### src/rtl/alu_share_ctrl.sv
// Shares one 32-bit ALU between two requesters: arbitration, operand hold while the ALU settles, result return.
// Define ALU_SHARE_PRIO_EN for fixed priority (req0 always wins); default build is round-robin.
module alu_share_ctrl #(
  parameter int unsigned SETTLE_CYCLES = 4
) (
  input  logic        clk,
  input  logic        reset,
  input  logic        req0_valid,
  output logic        req0_ready,
  input  logic [3:0]  req0_op,
  input  logic [31:0] req0_a,
  input  logic [31:0] req0_b,
  input  logic [4:0]  req0_shamt,
  input  logic        req1_valid,
  output logic        req1_ready,
  input  logic [3:0]  req1_op,
  input  logic [31:0] req1_a,
  input  logic [31:0] req1_b,
  input  logic [4:0]  req1_shamt,
  output logic        rsp_valid,
  input  logic        rsp_ready,
  output logic        rsp_id,
  output logic [31:0] rsp_result,
  output logic        rsp_zero,
  output logic [3:0]  alu_control,
  output logic [31:0] alu_a,
  output logic [31:0] alu_b,
  output logic [4:0]  alu_shamt,
  input  logic [31:0] alu_result,
  input  logic        alu_zero
);

  localparam logic [1:0] IDLE   = 2'd0;
  localparam logic [1:0] SETTLE = 2'd1;
  localparam logic [1:0] RESP   = 2'd2;

  localparam logic [3:0] CNT_LOAD = 4'(SETTLE_CYCLES - 1);

  logic [1:0] state;
  logic [3:0] cnt;
  logic       lat_id;
  logic       grant0;
  logic       grant1;
  logic       accept;

`ifdef ALU_SHARE_PRIO_EN
  always_comb begin
    grant0 = req0_valid;
    grant1 = req1_valid & ~req0_valid;
  end
`else
  logic last_grant;

  // last_grant==1 means req1 won last time, so req0 takes the next contended grant.
  always_comb begin
    grant0 = req0_valid & (~req1_valid | last_grant);
    grant1 = req1_valid & (~req0_valid | ~last_grant);
  end

  always_ff @(posedge clk) begin
    if (reset) begin
      last_grant <= 1'b1;
    end else if (accept) begin
      last_grant <= grant1;
    end
  end
`endif

  always_comb begin
    req0_ready = (state == IDLE) & grant0;
    req1_ready = (state == IDLE) & grant1;
    accept     = req0_ready | req1_ready;
  end

  // rsp_valid rises one cycle after capture, giving SETTLE_CYCLES+1 accept-to-valid latency.
  always_ff @(posedge clk) begin
    if (reset) begin
      state       <= IDLE;
      cnt         <= '0;
      lat_id      <= 1'b0;
      alu_control <= '0;
      alu_a       <= '0;
      alu_b       <= '0;
      alu_shamt   <= '0;
      rsp_valid   <= 1'b0;
      rsp_id      <= 1'b0;
      rsp_result  <= '0;
      rsp_zero    <= 1'b0;
    end else begin
      case (state)
        IDLE: begin
          if (accept) begin
            alu_control <= grant1 ? req1_op    : req0_op;
            alu_a       <= grant1 ? req1_a     : req0_a;
            alu_b       <= grant1 ? req1_b     : req0_b;
            alu_shamt   <= grant1 ? req1_shamt : req0_shamt;
            lat_id      <= grant1;
            cnt         <= CNT_LOAD;
            state       <= SETTLE;
          end
        end
        SETTLE: begin
          if (cnt == 4'd0) begin
            rsp_result <= alu_result;
            rsp_zero   <= alu_zero;
            rsp_id     <= lat_id;
            state      <= RESP;
          end else begin
            cnt <= cnt - 4'd1;
          end
        end
        RESP: begin
          if (!rsp_valid) begin
            rsp_valid <= 1'b1;
          end else if (rsp_ready) begin
            rsp_valid <= 1'b0;
            state     <= IDLE;
          end
        end
        default: begin
          state     <= IDLE;
          rsp_valid <= 1'b0;
        end
      endcase
    end
  end

endmodule

### config.mk
export PLATFORM = sky130hd
export DESIGN_NAME = alu_share_ctrl
export DESIGN_NICKNAME = d
export VERILOG_FILES = /design/src/rtl/alu_share_ctrl.sv
export SDC_FILE = /design/constraint.sdc
export NUM_CORES = 1
export LEC_CHECK = 0
export CAP_MARGIN = 20
export CORE_AREA = 8 8 130 132
export DETAILED_ROUTE_END_ITERATION = 16
export DIE_AREA = 0 0 138 140
export GPL_ROUTABILITY_DRIVEN = 0
export PLACE_DENSITY = 0.77
export REMOVE_ABC_BUFFERS = 1
export SETUP_SLACK_MARGIN = 0.3
export SLEW_MARGIN = 20
export SYNTH_ARGS = -nofsm -noshare
export SYNTH_HDL_FRONTEND = slang
export SYNTH_SLANG_ARGS = --single-unit
### constraint.sdc
create_clock -name clk -period 1.6 [get_ports clk]
set_input_delay 0.48 -clock clk [delete_from_list [all_inputs] [get_ports clk]]
set_output_delay 0.48 -clock clk [all_outputs]
set_load 0.1 [all_outputs]
* Yosys cells after proc, flatten, opt, wreduce, memory -nomap -nowiden
Cells that the tools add are included.
** Storage, ports and cells
- Output and inout bits :: 110
- Word-level logic and storage cells :: 53
- Input bits :: 184
- Register bits :: 116
** Cells by class
- Add/subtract/negate cells :: 1
- Bitwise logic cells :: 10
- Reduce and logical (&&, ||, !) cells :: 8
- Multiplexer cells :: 15
- Eq/ne operators :: 7
** Operators by type and width (count)
- $mux W32 :: 2
- $mux W4 :: 3
- $ne A2 B2 Y1 const B :: 5
- $mux W2 :: 4
- $pmux W4 S2 :: 1
- $pmux W2 S3 :: 1
- $mux W5 :: 1
- $and A1 B1 Y1 :: 4
- $logic_not A4 Y1 :: 1
- $reduce_and A2 Y1 :: 2
- $reduce_and A4 Y1 :: 1
- $sub A4 B1 Y4 const B :: 1
- $not A1 Y1 :: 3
- $or A1 B1 Y1 :: 3
- $reduce_and A3 Y1 :: 1
- $eq A2 B1 Y1 const B :: 1
- $eq A2 B2 Y1 const B :: 1
- $logic_not A2 Y1 :: 1
- $mux W1 :: 2
- $pmux W1 S2 :: 1
- $reduce_bool A2 Y1 :: 1
- $reduce_or A2 Y1 :: 1

* Longest topological paths before layout
Gate-level depths: netlist of the first run.
- Word-level depth :: 7
- Depth in mapped cells :: 7
- Gate-level depth less buffers :: 5

* Least setup slack after synthesis of the first run
No wires, ideal clock.
- Kind :: input to output
- From :: in req0_valid
- To :: out req0_ready
- Arrival :: 2.218 ns
- Stages :: 2
- Buffers on the path :: 0
- Data required time :: 1.120 ns
- Path slack :: -1.098 ns
- Cells stage by stage :: or3b_2 nor2_1
** On the way
- Longest elaborated chain between the ends :: 2
** Ends and longest elaborated chain
- from (decl) :: RTL line 8 : input logic req0_valid,
- $and A1 B1 Y1 :: RTL line 56 : grant0 = req0_valid & (~req1_valid | last_grant);
- $and A1 B1 Y1 :: RTL line 70 : req0_ready = (state == IDLE) & grant0;
- to (decl) :: RTL line 9 : output logic req0_ready,
Every way passes these cells.

* Worst setup path in the final report of the first run
- From :: reg state[0]
- To :: out req0_ready
** On the way
- Longest elaborated chain between the ends :: 2
** Ends and longest elaborated chain
- from (decl) :: RTL line 39 : logic [1:0] state;
- from (signal assigned) :: RTL line 78 : state <= IDLE;
- from (signal assigned) :: RTL line 99 : state <= SETTLE;
- from (signal assigned) :: RTL line 107 : state <= RESP;
- $logic_not A2 Y1 :: RTL line 70
- $and A1 B1 Y1 :: RTL line 70
Every way passes these cells.

==> flow_summary_export.csv, run 1 <==
group,metric,value,unit
status,status,"finished with violations",
status,violations,"negative setup slack",
route,ant_nets,0,
worst_setup_path,startpoint,"state[0]",
timing,maxSlewHeadroom,73.3,%
timing,drv_slew,0,
die,core,14900,µm²
route,drc_errors,0,
die,initial_utilization,34.1,%
hold_path,hp-start,"reset",
route,dr.pass1.iters,6,
clock_network,cts-root-buf,"clkbuf_16",
timing,setup_ws,-0.397,ns
global_routing,grt_pass1_vias,7107,
power,p_sw_share,43.9,%
worst_setup_path,timing.rr.end,"alu_b[4]",
timing,setup_tns,-14.24,ns
placement,placed_area,9420,µm²
die,die_x,138,µm
power,power.internal,12.5,mW
finish,final_cells,1222,
placement,place_ws,-0.769,ns
synth,ys_types,37,
worst_setup_path,r2r_setup_slack,-0.27,ns
run,cap_violations,0,
synth,yosysTopAreaCell,"dfxtp_1",
worst_setup_path,crit-reg2reg-launch,"state[0]",
finish,fin_nets,1207,
synth,yosys_warnings,0,
finish,drive_above_1_share,50.4,%
route,vias_per_cell,6.00,
placement,hpwl,15900,µm
power,pwr_density_cell,1770,nW/µm²
worst_setup_path,required,1.12,ns
worst_setup_path,worstSetupPathType,"flip-flop to primary output",
finish,syn_to_final_growth,149,%
placement,placed_cells,1068,
global_routing,grt_pass1_wl,42600,µm
route,first_iter_violations,616,
placement,io_buffers,293,
power,power,22.4,mW
power,seqPwrFrac,19.1,%
timing,period_share,125,%
synth,yosysTopAreaCellShare,45.8,%
synth,synth_cells,623,
global_routing,antenna_found_initial,1,
global_routing,overflow,0,
timing,fmax,501,MHz
clock_network,ctsHoldBuffers,0,
die,rows,45,
clock_network,clkTransAtPathRegs,0.06,ns
synth,synth_area,5070,µm²
route,vias,7336,
finish,design_area,12600,µm²
worst_setup_path,cp.arrival,1.52,ns
timing,hold_ws,0.472,ns
timing,worst_pin_slew,0.400,ns
clock_network,cts-htree-levels,4,
global_routing,grt_usage,28.2,%
route,wl,33900,µm
power,p_comb_share,61.0,%
route,wire_per_inst,27.7,µm
timing,setup_viol,113,
synth,ys_seq_elements,116,
worst_setup_path,cp_max_fo,2,
worst_setup_path,critPathLaunchType,"flip-flop",
power,ir_drop,1.07,mV
worst_setup_path,ff2ff_path_depth,9,
die,fp.dieArea,19300,µm²
clock_network,cts.sinks,116,
timing,min_period,2.00,ns
timing,final_hold_viol_count,0,
timing,rsz0062_at_grt,"true",
finish,post-route-util,85.0,%
hold_path,worst_hold_path_type,"input port to flip-flop",
worst_setup_path,end_kind,"primary output",
clock_network,numCtsBuffers,17,
clock_network,clk_path_buf_depth,2,
synth,syn_avg_cell_area,8.14,µm²
power,leakagePower,4.90,nW
die,io_pins,294,
synth,ys_seq_area_share,45.8,%
power,p_clk_share,19.9,%
power,switchingPower,9.84,mW
worst_setup_path,crit_end,"req0_ready",
global_routing,grt_max_degree,40,
clock_network,insertion_delay,0.42,ns
timing,finalClockSkew,0.0123,ns
die,die_h,140,µm
clock_network,cts_tree,"built",
synth,synth_top_cells_by_area,"dfxtp_1, a311oi_1, nand2_1, a21oi_1, nand3_1",
[sequential cells by signal, indices dropped and copies added (netlist names)]
register	cells
alu_a	32
alu_b	32
alu_control	4
alu_shamt	5
cnt	4
last_grant	1
lat_id	1
rsp_id	1
rsp_result	32
rsp_valid	1
rsp_zero	1
state	2
[cells in the final DEF (no fill, tap or decap), types with 4 or more instances in the layout]
cell type	count
buf_6	15
a311oi_1	66
buf_4	89
nand3_4	9
nor2_4	4
a21oi_2	30
clkbuf_16	18
dfxtp_2	85
bufinv_16	6
clkdlybuf4s50_1	180
a21oi_1	79
o21ai_2	11
buf_16	19
buf_12	138
nand2_1	147
nand3_1	15
dfxtp_4	28
a311oi_2	7
nand3_2	11
o21ai_4	20
[repair_timing]
| item | in CTS | in global routing |
|---|---|---|
| setup buffers | 53 | 47 |
| resized for setup | 210 | 148 |
| cloned | 21 | 1 |
| pin swaps | 58 | 34 |
| setup endpoints to repair | 225 | 225 |
[cells in the mapped netlist (all sizes together)]
cell / n
nand2: 148
dfxtp: 116
a21oi: 110
a311oi: 73
buf: 47
nand3: 35
o21ai: 34
clkbuf: 22
nor2: 8
a31oi: 4
ha: 2
inv: 2
nand2b: 2
nor2b: 2
o211ai: 2
o31a: 2
or2: 2
or3b: 2
a2111oi: 1
a21bo: 1
a21boi: 1
a221o: 1
a22oi: 1
nand3b: 1
nand4b: 1
nor3b: 1
or3: 1
or4: 1
[worst min path at each step]
stage | end | slack (ns) | cells past startpoint
finish | rsp_result[0] | 0.47 | 2
global route | rsp_result[10] | 0.46 | 2
detailed placement | rsp_id | 0.50 | 2
global placement | rsp_id | 0.46 | 2
CTS | rsp_result[0] | 0.41 | 2
floorplan | rsp_id | 0.44 | 2
[layer usage]
| metal | global-route usage, % | routed length [µm] |
|---|---|---|
| met4 | 14.8 | 1990 |
| met3 | 12.0 | 4390 |
| met2 | 47.3 | 15900 |
| met1 | 29.7 | 11600 |
| met5 | 0 | 13 |
[logic make-up (layout without fill, tap and decap cells)]
logic type / after synthesis / in the layout / synth area share (%)
buf+inv: 71 / 481 / 7.89
other cells: 0 / 1 / 0
flops: 116 / 116 / 45.8
simple gates: 204 / 204 / 16.9
compound gates: 230 / 230 / 28.9
fa+ha+maj: 2 / 2 / 0.493
[power by group through the flow]
stage	sequential [mW]	clock, mW	combinational [mW]
2_1_floorplan	7.52	0	1.64
3_3_place_gp	4.08	0	9.10
3_5_place_dp	4.11	0	9.17
4_1_cts	4.17	4.38	12.1
5_1_grt	4.32	4.63	13.9
6_report	4.28	4.45	13.7
[worst max-delay path: stages, from the launching register on]
cell and delay (ns):
dfxtp_2 0.33, or3b_4 0.42, nor2_4 0.15, buf_12 0.19
[layout make-up]
cell class                 count  area [µm²]
inverter                       2        7.51
fill                         661        2230
clock buffer                  22         474
clock inverter                 9         199
multi-input combinational    436        3100
sequential                   116        2530
antenna                        1        2.50
timing repair buffer         448        6080
tap                          188         235
(Power assumes the default switching activity.)
==> inputs of run 2 (changes only) <==
--- a/config.mk
+++ b/config.mk
@@ -6,9 +6,9 @@
 export NUM_CORES = 1
 export LEC_CHECK = 0
 export CAP_MARGIN = 20
-export CORE_AREA = 8 8 130 132
+export CORE_AREA = 8 8 108 159
 export DETAILED_ROUTE_END_ITERATION = 16
-export DIE_AREA = 0 0 138 140
+export DIE_AREA = 0 0 116 167
 export GPL_ROUTABILITY_DRIVEN = 0
 export PLACE_DENSITY = 0.77
 export REMOVE_ABC_BUFFERS = 1
==> run 2 against run 1 <==
  * The flow still finishes with violations (negative setup slack)
  * Critical endpoint unchanged
  * Utilization is 5.4 points lower
  * Wire length is 21% lower
  * Highest routed layer is now met4
  * Register-to-register slack better by 0.14 ns
  * Via count decreased by 9.8%
==> flow_summary_export.csv, run 2 (synthesis results as in run 1) <==
group,metric,value,unit
global_routing,grt_pass1_vias,6925,
worst_setup_path,end_kind,"primary output",
worst_setup_path,crit_chain,"or3b_4 -> nor2_4 -> buf_12",
timing,worst_pin_slew,0.734,ns
die,core,14900,µm²
clock_network,cts.sinks,116,
route,first_iter_violations,466,
timing,setup_ws,-0.327,ns
global_routing,antenna_found_initial,0,
clock_network,clk_path_buf_depth,2,
route,ant_nets,0,
timing,period_share,120,%
finish,n_fill_cell,840,
die,io_pins,294,
route,drc_errors,0,
worst_setup_path,critPathMaxStageDelay,0.42,ns
hold_path,worst_hold_path_type,"flip-flop to flip-flop",
worst_setup_path,worstSetupPathType,"flip-flop to primary output",
global_routing,grt_max_degree,49,
finish,fin_nets,1182,
placement,placed_area,9480,µm²
worst_setup_path,cp.arrival,1.45,ns
global_routing,overflow,0,
timing,setup_viol,79,
finish,design_area,11800,µm²
timing,rsz0062_at_grt,"true",
finish,drive_above_1_share,46.1,%
placement,io_buffers,293,
clock_network,cts-root-buf,"clkbuf_16",
power,leakagePower,4.59,nW
route,dr.pass1.iters,4,
worst_setup_path,cp_max_fo,2,
global_routing,grt_usage,25.7,%
clock_network,ctsHoldBuffers,0,
power,switchingPower,8.79,mW
status,status,"finished with violations",
timing,min_period,1.93,ns
die,fp.dieArea,19400,µm²
route,wire_per_inst,22.3,µm
die,rows,55,
die,die_h,167,µm
worst_setup_path,cpMaxStageDelayCell,"or3b_4",
clock_network,cts-htree-levels,4,
finish,reg_top3,"alu_a: 32 flops, alu_b: 32 flops, rsp_result: 32 flops",
global_routing,grt_pass1_wl,38500,µm
timing,drv_slew,0,
timing,maxSlewHeadroom,51.1,%
finish,mostFrequentLayoutCells,"clkdlybuf4s50_1, nand2_1, buf_12",
run,cap_violations,0,
route,vias_per_cell,5.49,
power,power,20.1,mW
worst_setup_path,critPathLaunchType,"flip-flop",
die,die_x,116,µm
route,wl,26900,µm
placement,hpwl,15800,µm
die,initial_utilization,34.1,%
power,power.internal,11.3,mW
clock_network,cts_tree,"built",
power,seqPwrFrac,21.1,%
power,ir_drop,0.951,mV
route,vias,6615,
finish,syn_to_final_growth,133,%
finish,mostFrequentLayoutCell,"clkdlybuf4s50_1",
status,violations,"negative setup slack",
timing,setup_tns,-4.24,ns
clock_network,insertion_delay,0.40,ns
clock_network,numCtsBuffers,17,
finish,antenna_cells,0,
clock_network,clkTransAtPathRegs,0.05,ns
power,p_comb_share,58.2,%
power,p_sw_share,43.8,%
timing,final_hold_viol_count,0,
power,pwr_density_cell,1700,nW/µm²
timing,finalClockSkew,0.0137,ns
finish,final_cells,1206,
placement,placed_cells,1085,
worst_setup_path,required,1.12,ns
timing,fmax,519,MHz
power,p_clk_share,20.6,%
[run 2: cell types whose count changed in the layout (fill, tap and decap cells not counted), moves of 6 or more]
cell,change
a21oi_1,+10
a21oi_2,-9
buf_12,-6
buf_16,-7
buf_4,-7
dfxtp_2,+12
dfxtp_4,-12
nand3_1,+20
nand3_2,-11
nand3_4,-9
o21ai_2,+7
[run 2: power groups by stage]
stage                     logic [mW]  registers, mW  clock network [mW]
after global placement          9.12           4.08                   0
after detailed placement        9.18           4.12                   0
after CTS                       10.9           4.19                4.20
after global routing            12.1           4.30                4.35
after floorplan                 1.64           7.52                   0
final                           11.7           4.24                4.14
[run 2: area by class of cell]
cell class              count  area, µm²  share of cell area [%]
inverters                   2       7.51                  0.0635
clock buffers              20        457                    3.86
multi-input cells         436       2850                    24.1
flip-flops and latches    116       2500                    21.2
repair buffers            423       5580                    47.2
clock inverters            10        180                    1.52
well taps                 199        249                    2.11
[run 2: per-layer routing]
metal  vias to the layer above  GRT usage, %  share of wire (%)
met4                         0          13.8                5.2
met2                       359          45.6                 53
met5                         -             0                  0
met1                      3147          26.0                 35
met3                        92          7.68                7.4
li1                       3017             -                  -
[run 2: what timing repair did]
action | 4_1_cts | 5_1_grt
buffers inserted | 55 | 25
gates cloned | 11 | 0
setup endpoints to repair | 225 | 225
resized for setup | 225 | 65
pin swaps | 71 | 12
[run 2: stage by stage]
stage	setup slack [ns]	util (%)	hold slack, ns
floorplan	-1.77	-	0.438
CTS	-0.333	76.2	0.471
finish	-0.327	79.6	0.501
detailed placement	-0.710	63.8	0.478
global placement	-0.707	63.8	0.469
global route	-0.368	79.6	0.502
[run 2: worst max-delay path: cells and delay by family (launching register included)]
kind,cells,cell delay (ns)
simple gates,2,0.54
flops,1,0.34
buf+inv,1,0.18
[run 2: worst paths after layout]
path | cells after the start | start | endpoint | slack [ns]
setup reg to reg | 7 | cnt[0] | rsp_result[9] | -0.13
hold / removal | 2 | rsp_result[20] | rsp_result[20] | 0.50
hold reg to reg | 2 | rsp_result[20] | rsp_result[20] | 0.50
setup / recovery | 3 | state[1] | req0_ready | -0.33
==> inputs of run 3 (changes only) <==
--- a/config.mk
+++ b/config.mk
@@ -13,6 +13,7 @@
 export PLACE_DENSITY = 0.77
 export REMOVE_ABC_BUFFERS = 1
 export SETUP_SLACK_MARGIN = 0.3
+export SKIP_LAST_GASP = 1
 export SLEW_MARGIN = 20
 export SYNTH_ARGS = -nofsm -noshare
 export SYNTH_HDL_FRONTEND = slang
==> run 3 against run 2 <==
  * The run still ends with negative setup slack left
  * Utilization is 0.28 points lower
  * Critical path depth unchanged
  * Critical path type unchanged
  * Design area decreased by 0.35%
  * Clock power is essentially flat
==> flow_summary_export.csv, run 3 (synthesis results as in run 1) <==
group,metric,value,unit
finish,drive_above_1_share,46.1,%
worst_setup_path,critPathLaunchType,"flip-flop",
status,violations,"negative setup slack",
timing,hold_ws,0.483,ns
worst_setup_path,r2r_setup_slack,-0.13,ns
placement,hpwl,15800,µm
worst_setup_path,required,1.12,ns
hold_path,whs_path_depth,2,
worst_setup_path,worstSetupPathType,"flip-flop to primary output",
finish,n_fill_cell,841,
global_routing,overflow,0,
status,status,"finished with violations",
route,dr.pass1.iters,5,
die,rows,55,
timing,setup_viol,95,
die,core,14900,µm²
global_routing,antenna_found_initial,0,
finish,mostFrequentLayoutCells,"clkdlybuf4s50_1, nand2_1, buf_12",
clock_network,ctsHoldBuffers,0,
timing,rsz0062_at_grt,"true",
power,pwr_density_cell,1700,nW/µm²
worst_setup_path,crit-reg2reg-launch,"state[1]",
hold_path,hp-start,"rsp_result[20]",
global_routing,grt_pass1_vias,6914,
global_routing,grt_max_degree,49,
timing,worst_pin_slew,0.718,ns
finish,antenna_cells,0,
placement,placed_area,9480,µm²
die,fp.dieArea,19400,µm²
timing,period_share,121,%
worst_setup_path,cp_max_fo,2,
finish,mostFrequentLayoutCell,"clkdlybuf4s50_1",
route,vias_per_cell,5.49,
clock_network,clkTransAtPathRegs,0.05,ns
clock_network,cts.sinks,116,
worst_setup_path,ff2ff_path_depth,8,
timing,final_hold_viol_count,0,
hold_path,worst_hold_path_type,"flip-flop to flip-flop",
die,die_h,167,µm
timing,fmax,517,MHz
clock_network,numCtsBuffers,17,
timing,maxSlewHeadroom,52.2,%
timing,finalClockSkew,0.0128,ns
timing,setup_ws,-0.336,ns
route,ant_nets,0,
run,cap_violations,0,
route,vias,6605,
route,drc_errors,0,
clock_network,clk_path_buf_depth,2,
route,wl,26900,µm
timing,drv_slew,0,
finish,syn_to_final_growth,132,%
clock_network,cts-root-buf,"clkbuf_16",
finish,design_area,11800,µm²
worst_setup_path,end_kind,"primary output",
hold_path,holdPathEnd,"rsp_result[20]",
route,first_iter_violations,433,
finish,fin_nets,1180,
global_routing,grt_usage,25.6,%
placement,place_ws,-0.710,ns
clock_network,cts_tree,"built",
worst_setup_path,cp.arrival,1.46,ns
power,ir_drop,0.947,mV
global_routing,grt_pass1_wl,38300,µm
die,io_pins,294,
die,initial_utilization,34.1,%
clock_network,cts-htree-levels,4,
power,leakagePower,4.58,nW
route,wire_per_inst,22.3,µm
finish,reg_top3,"alu_a: 32 flops, alu_b: 32 flops, rsp_result: 32 flops",
placement,io_buffers,293,
timing,min_period,1.94,ns
clock_network,insertion_delay,0.40,ns
die,die_x,116,µm
worst_setup_path,timing.rr.end,"alu_a[15]",
## run 3: changes by cell type in the layout (fill, tap and decap cells not counted), sizes merged
cell | previous run | this run
buf | 241 | 239
## run 3: power by group
| part | switching (mW) | internal, mW |
|---|---|---|
| clock | 1.32 | 2.82 |
| sequential | 0.645 | 3.60 |
| combinational | 6.82 | 4.83 |
| total | 8.78 | 11.2 |
## run 3: how the worst max path moves through the flow
| stage | cells past startpoint | slack [ns] | to | from |
|---|---|---|---|---|
| after global routing | 3 | -0.36 | req0_ready | state[1] |
| after floorplan | 3 | -1.77 | alu_a[0] | state[1] |
| after detailed placement | 4 | -0.71 | req0_ready | req0_valid |
| after global placement | 4 | -0.71 | req0_ready | req0_valid |
| after CTS | 3 | -0.33 | req0_ready | state[1] |
| final | 3 | -0.34 | req0_ready | state[1] |
## run 3: critical path, cell delays in order, from the launching register on
cell and delay [ns]:
dfxtp_2 0.34, or3b_4 0.42, nor2_4 0.12, buf_12 0.18
## run 3: repair_timing
action | 4_1_cts | 5_1_grt
pin swaps | 71 | 13
cloned | 11 | 0
resized for setup | 218 | 68
setup buffers | 55 | 23
endpoints found under the setup margin | 225 | 225
## run 3: layout make-up
cell class / instances / area, µm² / area share, %
tap: 199 / 249 / 2.11
multi-input combinational: 436 / 2830 / 24.0
timing repair buffer: 421 / 5570 / 47.2
clock inverter: 10 / 180 / 1.53
sequential: 116 / 2500 / 21.2
inverter: 2 / 7.51 / 0.0637
clock buffer: 20 / 457 / 3.87
## run 3: stage by stage
step / std cells / TNS, ns / total power [mW] / utilization, %
after global placement: 1085 / -31.44 / 13.2 / 63.8
final: 1204 / -6.02 / 20.0 / 79.3
after global routing: 1204 / -9.27 / 20.7 / 79.3
after floorplan: 554 / -187.63 / 9.17 / -
after CTS: 1181 / -1.97 / 19.3 / 76.1
after detailed placement: 1085 / -33.50 / 13.3 / 63.8
## run 3: per-layer routing
layer  track usage (%)  wire [µm]  vias to the layer above
met4              14.3       1250                        0
met1              26.3       9660                     3143
met5                 0          0                        -
li1                  -          -                     3020
met3              7.53       2040                       75
met2              44.6      13900                      367
